===== src/rtl/icache_param_pkg.sv =====
// Shared types and constants for the parametrised instruction cache.
//   icstate_t  : controller state (IDLE, FILL)
//   ICACHE_BAD : word driven on imemload whenever the fetch does not hit
package cache_pkg;

  typedef enum logic {
    IDLE,
    FILL
  } icstate_t;

  localparam logic [31:0] ICACHE_BAD = 32'hBAD1BAD1;

endpackage


===== src/rtl/icache_param_data_ram.sv =====
// Data store for icache_param: NSETS sets x WPB words x 32 bits.
//   CLK            : clock for the write port
//   wen/widx/wword : write enable and location (set, word within block)
//   wdata          : write data
//   ridx/rword     : read location (asynchronous read)
//   rdata          : read data
module icache_param_data_ram #(
  parameter int unsigned NSETS = 16,
  parameter int unsigned WPB   = 2,
  localparam int unsigned IW   = $clog2(NSETS),
  localparam int unsigned CW   = (WPB > 1) ? $clog2(WPB) : 1
) (
  input  logic          CLK,
  input  logic          wen,
  input  logic [IW-1:0] widx,
  input  logic [CW-1:0] wword,
  input  logic [31:0]   wdata,
  input  logic [IW-1:0] ridx,
  input  logic [CW-1:0] rword,
  output logic [31:0]   rdata
);

  logic [31:0] mem [NSETS][WPB];

  always_ff @(posedge CLK) begin
    if (wen) mem[widx][wword] <= wdata;
  end

  assign rdata = mem[ridx][rword];

endmodule


===== src/rtl/icache_param.sv =====
// Direct-mapped instruction cache with multi-word blocks between the fetch
// port and the memory controller. A miss refills the whole block with one
// single-word controller read per word; flush invalidates every set.
//   CLK, nRST        : clock, synchronous active-low reset
//   imemREN/imemaddr : fetch request and byte address
//   flush            : invalidate all sets (aborts a fill in progress)
//   ihit/imemload    : fetch result (imemload = BADWORD when not hitting)
//   iREN/iaddr       : controller read request and word address
//   iwait/iload      : controller busy and read data
//   hit_count/miss_count : performance counters, present only when the
//                          ICACHE_PERF_EN macro is defined
module icache_param
  import cache_pkg::*;
#(
  parameter int unsigned NSETS   = 16,
  parameter int unsigned WPB     = 2,
  parameter logic [31:0] BADWORD = ICACHE_BAD
) (
  input  logic        CLK,
  input  logic        nRST,
  input  logic        imemREN,
  input  logic [31:0] imemaddr,
  input  logic        flush,
  output logic        ihit,
  output logic [31:0] imemload,
  output logic        iREN,
  output logic [31:0] iaddr,
  input  logic        iwait,
  input  logic [31:0] iload
`ifdef ICACHE_PERF_EN
  ,
  output logic [31:0] hit_count,
  output logic [31:0] miss_count
`endif
);

  localparam int unsigned BO = $clog2(WPB);
  localparam int unsigned IW = $clog2(NSETS);
  localparam int unsigned TW = 30 - BO - IW;
  localparam int unsigned CW = (BO > 0) ? BO : 1;
  localparam logic [CW-1:0] LAST_WORD = CW'(WPB - 1);

  icstate_t state, state_n;

  logic [TW-1:0] req_tag;
  logic [IW-1:0] req_idx;
  logic [CW-1:0] req_word;

  logic [TW-1:0] miss_tag;
  logic [IW-1:0] miss_idx;
  logic [CW-1:0] cnt;
  logic [NSETS-1:0] valid;
  logic [TW-1:0] tags [NSETS];

  logic [31:0] rdata;
  logic [31:0] fill_addr;
  logic        tag_hit, hit, miss, word_done, fill_done, last;
  logic        unused_byte;

  assign unused_byte = ^imemaddr[1:0];

  assign req_tag = imemaddr[31:32-TW];
  assign req_idx = imemaddr[BO+IW+1:BO+2];

  // With single-word blocks there is no word field: word index and the
  // counter collapse to a constant-zero bit.
  generate
    if (BO > 0) begin : g_multi
      assign req_word  = imemaddr[BO+1:2];
      assign fill_addr = {miss_tag, miss_idx, cnt, 2'b00};
    end else begin : g_single
      assign req_word  = '0;
      assign fill_addr = {miss_tag, miss_idx, 2'b00};
    end
  endgenerate

  assign tag_hit   = valid[req_idx] && (tags[req_idx] == req_tag);
  assign hit       = (state == IDLE) && imemREN && tag_hit && !flush;
  assign miss      = (state == IDLE) && imemREN && !tag_hit && !flush;
  assign last      = (cnt == LAST_WORD);
  assign word_done = (state == FILL) && !iwait && !flush;
  assign fill_done = word_done && last;

  icache_param_data_ram #(
    .NSETS (NSETS),
    .WPB   (WPB)
  ) u_data (
    .CLK   (CLK),
    .wen   (word_done),
    .widx  (miss_idx),
    .wword (cnt),
    .wdata (iload),
    .ridx  (req_idx),
    .rword (req_word),
    .rdata (rdata)
  );

  // State register plus valid bits and word counter.
  always_ff @(posedge CLK) begin
    if (!nRST) begin
      state <= IDLE;
      cnt   <= '0;
      valid <= '0;
    end else begin
      state <= state_n;
      if (flush) begin
        valid <= '0;
      end else begin
        if (miss)      valid[req_idx]  <= 1'b0;
        if (fill_done) valid[miss_idx] <= 1'b1;
      end
      if (miss)           cnt <= '0;
      else if (word_done) cnt <= last ? '0 : cnt + 1'b1;
    end
  end

  // Tag store and latched miss address carry no reset: they are only
  // consulted behind a valid bit or while in FILL.
  always_ff @(posedge CLK) begin
    if (miss) begin
      miss_tag <= req_tag;
      miss_idx <= req_idx;
    end
    if (fill_done) tags[miss_idx] <= miss_tag;
  end

  always_comb begin
    state_n = state;
    case (state)
      IDLE: if (miss) state_n = FILL;
      FILL: if (flush || fill_done) state_n = IDLE;
      default: state_n = IDLE;
    endcase
  end

  always_comb begin
    ihit     = 1'b0;
    imemload = BADWORD;
    iREN     = 1'b0;
    iaddr    = '0;
    case (state)
      IDLE: begin
        if (hit) begin
          ihit     = 1'b1;
          imemload = rdata;
        end
      end
      FILL: begin
        iREN  = 1'b1;
        iaddr = fill_addr;
      end
      default: ;
    endcase
  end

`ifdef ICACHE_PERF_EN
  always_ff @(posedge CLK) begin
    if (!nRST) begin
      hit_count  <= '0;
      miss_count <= '0;
    end else begin
      if (hit)  hit_count  <= hit_count + 32'd1;
      if (miss) miss_count <= miss_count + 32'd1;
    end
  end
`endif

endmodule


===== config.mk =====
export PLATFORM = sky130hd
export DESIGN_NAME = icache_param
export DESIGN_NICKNAME = d
export VERILOG_FILES = /design/src/rtl/icache_param_pkg.sv /design/src/rtl/icache_param_data_ram.sv /design/src/rtl/icache_param.sv
export SDC_FILE = /design/constraint.sdc
export NUM_CORES = 1
export LEC_CHECK = 0
export ABC_AREA = 1
export ABC_CLOCK_PERIOD_IN_PS = 13400
export CAP_MARGIN = 20
export CORE_MARGIN = 2
export CORE_UTILIZATION = 40
export CTS_BUF_LIST = sky130_fd_sc_hd__clkbuf_16
export CTS_CLUSTER_SIZE = 28
export DETAILED_ROUTE_END_ITERATION = 8
export GPL_TIMING_DRIVEN = 0
export HOLD_SLACK_MARGIN = 0.1
export SYNTH_ARGS = -nofsm -noshare
export SYNTH_HDL_FRONTEND = slang
export SYNTH_HIERARCHICAL = 1
export SYNTH_SLANG_ARGS = --single-unit

===== constraint.sdc =====
create_clock -name CLK -period 13.4 [get_ports CLK]
set_input_delay 2.68 -clock CLK [delete_from_list [all_inputs] [get_ports CLK]]
set_output_delay 2.68 -clock CLK [all_outputs]
set_load 0.005 [all_outputs]

Word-level counts from Yosys, hierarchy flattened
Memory sizes are Yosys's and may differ from the RTL's.
Index checks and enable logic that the tools add are counted.
{"block": "word_totals", "reg_bits": 47, "mem_bits_rw": 1424, "elab_cells": 70, "memories": 2}
{"name": "u_data.mem", "depth": 16, "word_bits": 64, "rd": 1, "rd_ports_with_merged_regs": 0, "write_ports": 1, "line_no": "icache_param_data_ram.sv:23", "text": "logic [31:0] mem [NSETS][WPB];"}
{"name": "tags", "depth": 16, "word_bits": 25, "rd": 1, "rd_ports_with_merged_regs": 0, "write_ports": 1, "line_no": "icache_param.sv:53", "text": "logic [TW-1:0] tags [NSETS];"}
{"block": "classes", "add_sub_neg": 1, "order_cmp": 7, "eq_ne": 1, "muxes": 29, "bitwise": 7, "reduce_logical": 18}
{"cell": "$mux W32", "count": 7}
{"cell": "$mux W16", "count": 4}
{"cell": "$mux W64", "count": 1}
{"cell": "$demux W32 S1", "count": 1}
{"cell": "$eq A25 B25 Y1", "count": 1}
{"cell": "$and A16 B16 Y16", "count": 1}
{"cell": "$not A16 Y16", "count": 1}
{"cell": "$or A16 B16 Y16", "count": 1}
{"cell": "$logic_and A1 B1 Y1", "count": 12}
{"cell": "$mux W1", "count": 12}
{"cell": "$lt A4 B5 Y1 const B", "count": 2}
{"cell": "$demux W1 S4", "count": 2}
{"cell": "$ge A4 B1 Y1 const B", "count": 2}
{"cell": "$bmux W1 S4", "count": 1}
{"cell": "$ge A2 B2 Y1 const B", "count": 2}
{"cell": "$not A1 Y2", "count": 2}
{"cell": "$reduce_or A2 Y1", "count": 2}
{"cell": "$logic_not A1 Y1", "count": 3}
{"cell": "$lt A2 B1 Y1 const B", "count": 1}
{"cell": "$not A1 Y1", "count": 2}
{"cell": "$pmux W1 S2", "count": 1}
{"cell": "$add A1 B1 Y1 const B", "count": 1}
{"cell": "$logic_or A1 B1 Y1", "count": 1}

Logic depth before layout (Yosys ltp)
{"block": "logic_depth", "depth_word": 11, "depth_mapped": 22, "ltp_nobuf": 19}

By module
The synthesis kept the hierarchy.
{"mod": "icache_param_data_ram", "n_inst": 1, "cells_per_inst": 3522, "area_each_um2": 41791.3, "seq_area_each_um2": 30749.5}
{"mod": "icache_param", "n_inst": 1, "cells_per_inst": 1904, "area_each_um2": 19159.6, "seq_area_each_um2": 13242.7}

Least setup slack after synthesis
No wires, ideal clock.
{"block": "synth_timing", "path_kind": "input -> output", "start": "in imemaddr[3]", "end": "out imemload[15]", "arrival_time_ns": 4.479, "path_slack_ns": 6.241, "path_stages": 16, "path_buffers": 4, "cell_sequence": "buf_4 buf_6 buf_2 nand3_1 nand2_1 o21ai_0 nand2_1 o21bai_1 nand2_1 nor2_1 nand4_1 nor3_2 nand2_2 clkinv_2 buf_6 nand2_1"}
{"block": "synth_between", "elab_chain_len": 7, "word_cells_on_any_way": 13}
{"item": "from (decl)", "line_no": "icache_param.sv:22", "text": "input logic [31:0] imemaddr,"}
{"item": "$mem_v2 Z16 W25 / $bmux W1 S4 (equally long branches)"}
{"item": "$eq A25 B25 Y1 / $mux W1 (equally long branches)", "line_no": "icache_param.sv:77", "text": "assign tag_hit = valid[req_idx] && (tags[req_idx] == req_tag);"}
{"item": "$logic_and A1 B1 Y1", "line_no": "icache_param.sv:77"}
{"item": "$logic_and A1 B1 Y1 (2 in series)", "line_no": "icache_param.sv:78", "text": "assign hit = (state == IDLE) && imemREN && tag_hit && !flush;"}
{"item": "$mux W32 *", "line_no": "icache_param.sv:143", "text": "if (hit) begin"}
{"item": "$mux W32 *", "line_no": "icache_param.sv:141", "text": "case (state)"}
{"item": "to (decl)", "line_no": "icache_param.sv:25", "text": "output logic [31:0] imemload,"}
Mark *: on every way between the ends. The rest lies on a longest branch, timed or not. The select of a mux whose other input is x is not followed.

Worst setup path after layout
{"block": "layout_timing", "start": "in imemaddr[5]", "end": "out imemload[10]"}
The elaborated chain is that of the path after synthesis.

==> results by group <==
Finish
  – Final net count: 5867
  – Most common cell after layout, fill and taps aside: nand2_1
  – Final core occ: 47.4%
  – Share of layout cells above drive strength 1: 9.89%
  – Commonest non-fill, non-tap cells in the layout: nand2_1, edfxtp_1, nand3_1, clkbuf_16, inv_1
  – Area Overhead vs Synth: 17.9%
  – Fill count: 13448

Routing
  – M1 wire length: 72700 um
  – Routed Antenna Nets: 0
  – Wire length per cell: 23.4 um
  – Routed vias: 42021
  – DR iter-0 viols: 4628
  – Met3 wire length: 16400 um
  – Routed WL: 186000 um
  – Drt first pass iters: 6
  – Remaining DRCs: 0
  – Drt via density: 5.28
  – Top sig layer: met5
  – Met2 WL post-DR: 88000 um

Hold path
  – Worst Hold Class: reg2reg
  – Worst hold start: valid[14]

Global routing
  – Total grt overflow: 0
  – Vias in the first global route: 40161
  – First-pass GRT wire length: 268000 um
  – Initial antenna violation count: 5
  – Total GRT Usage: 23.5%
  – Largest net degree at the start of global routing: 33

Placed design
  – GP Congestion: 0.907
  – Detailed placement HPWL: 126000 um
  – I/O Buffers: 129

STA
  – Final Critical Period: 10620 ps
  – Setup violations, final: 0
  – Clock Skews: 38.6 ps
  – Post-route setup TNS: 0 ps
  – RSZ-0062 raised after global routing: false
  – Slew HR: 21.5%
  – Fin. Hold Viols: 0
  – Fmax: 94.2 MHz
  – Fin crit share: 79.2%
  – Worst-Margin Slew: 1180 ps
  – Final Max Slew Viols: 0

Critical path
  – Worst EP arrival: 7940 ps
  – Setup slack, reg-to-reg: 9260 ps
  – Max stage delay on crit path: 870 ps
  – Critical Path RT: 10720 ps
  – Largest fanout on the critical path: 10
  – Slowest-stage cell, CP: nor2_1
  – Critical-path cell list: clkdlybuf4s50_1 -> nor2_1 -> clkbuf_1 -> nand2_1 -> nand2_1 -> nor2_1 -> nand2_1 -> nand3_1 -> nor2_1 -> nand3_1 -> nor3_2 -> nand2_2 -> buf_2 -> nor2_1 -> clkdlybuf4s50_1
  – CP startpoint kind: primary input
  – Worst path most repeated cell: nor2_1
  – End point of the critical path: imemload[10]
  – Crit path launch: imemaddr[5]
  – Reg2reg start: state
  – Setup CP Type: in2out
  – CP Capture Type: primary output
  – Worst r2r dst: u_data/mem[5][53]
  – Reg2reg path depth: 7

Clock tree
  – Gates resized, CTS repair: 0
  – CTS Sinks: 1471
  – Postcts setup bufs: 0
  – Num CTS Buffers: 155
  – Worst-skew pair later-pin latency: 810 ps
  – Clock-pin slew on the worst setup and hold paths: 60 ps
  – CTS H-tree depth: 4
  – # hold bufs at CTS: 0
  – CTS root buffer: clkbuf_16
  – Max clock buf depth: 3
  – CTS tree: built

Yosys
  – Cell variety after synth: 28
  – Synth Warn #: 6
  – Sequential area share after synthesis: 72.2%
  – Mean Syn Cell Area: 11.2 um^2
  – Post-synthesis cell count: 5426
  – Mapped Area: 0.0610 mm^2
  – Flops & latches, synth: 1471

Status
  – Status: finished clean

Floorplan
  – Core box area: 0.152 mm^2
  – Die W: 394 um
  – Num ports: 135
  – Total Die Area: 0.156 mm^2
  – Standard-cell rows: 143
  – Initial Util: 40.2%
  – Die H: 394 um

Power
  – Static Leak: 27.1 nW
  – Worst vdd ir: 0.117 mV
  – Power per cell area: 137 mW/mm^2

Job
  – Max Cap Viol: 0
==> metal layers <==
metal  track usage (%)  up-vias
li1                  -    19273
met1              30.1    20269
met2              38.5     2046
met3              4.46      427
met4              11.5        6
met5                 0        -
==> worst max-delay path: cells and delay by family <==
| kind | cells | cell delay (ps) |
|---|---|---|
| buffers and inverters | 4 | 2470 |
| AND/OR/NAND/NOR | 11 | 2730 |
==> how the worst min path moves through the flow <==
| stage | endpoint | slack, ps | cells past startpoint |
|---|---|---|---|
| after floorplan | valid[8] | 440 | 2 |
| after global routing | valid[6] | 490 | 2 |
| after detailed placement | valid[0] | 460 | 2 |
| after CTS | valid[0] | 470 | 2 |
| after global placement | valid[9] | 450 | 2 |
| final | valid[14] | 470 | 2 |
==> synth_stat cells, drive strengths merged <==
library cell	number	area (um^2)
nand4	12	75.1
dfxtp	18	360
edfxtp	1453	43600
conb	1	3.75
o21ai	19	95.1
a21oi	31	155
clkbuf	45	169
inv	123	469
clkinv	3	12.5
o21bai	13	97.6
nand3	862	4310
nor2	154	586
nor3	11	60.1
nand3b	2	15.0
nand2	2423	9100
buf	256	1810
==> area by class of cell <==
| class | instances | area [um^2] | area share, % |
|---|---|---|---|
| clock buffers | 159 | 3980 | 5.54 |
| repair buffers | 214 | 3130 | 4.35 |
| diodes | 3 | 7.51 | 0.0104 |
| plain buffers | 301 | 1980 | 2.75 |
| inverters | 126 | 482 | 0.670 |
| clock inverters | 123 | 883 | 1.23 |
| well taps | 2030 | 2540 | 3.53 |
| multi-input cells | 3529 | 14900 | 20.7 |
| flip-flops and latches | 1471 | 44000 | 61.2 |
==> metrics by stage <==
step,hold WS (ps),area [um^2],worst slack [ps],instances,total power [W]
after floorplan,439,61000,6240,5427,0.00551
after global placement,450,64800,2940,7586,0.00579
after detailed placement,458,66800,2910,7660,0.00582
after CTS,466,71600,2890,7942,0.00990
after global routing,485,71900,2850,7953,0.0101
final,466,71900,2780,7956,0.00987
==> power breakdown <==
part | leakage (nW) | total [W] | switching [W] | internal, W
Sequential | 13.2 | 0.00508 | 0.0000205 | 0.00506
Combinational | 11.4 | 0.000660 | 0.000465 | 0.000195
Clock | 2.54 | 0.00413 | 0.00180 | 0.00233
Total | 27.1 | 0.00987 | 0.00229 | 0.00758
==> kinds of logic after synthesis <==
| logic type | count (synthesis) | synth area share, % |
|---|---|---|
| and+or+nand+nor | 3464 | 23.2 |
| DFF | 1471 | 72.2 |
| buffers and inverters | 427 | 4.03 |
| AOI/OAI and AO/OA | 63 | 0.571 |
| other | 1 | 0.00615 |
==> flip-flops by register name (all words and copies together) (netlist names) <==
| signal | flops |
|---|---|
| u_data/mem | 1024 |
| tags | 400 |
| miss_tag | 25 |
| valid | 16 |
| miss_idx | 4 |
| cnt | 1 |
| state | 1 |
No activity file was read; power rests on OpenSTA's default activity.
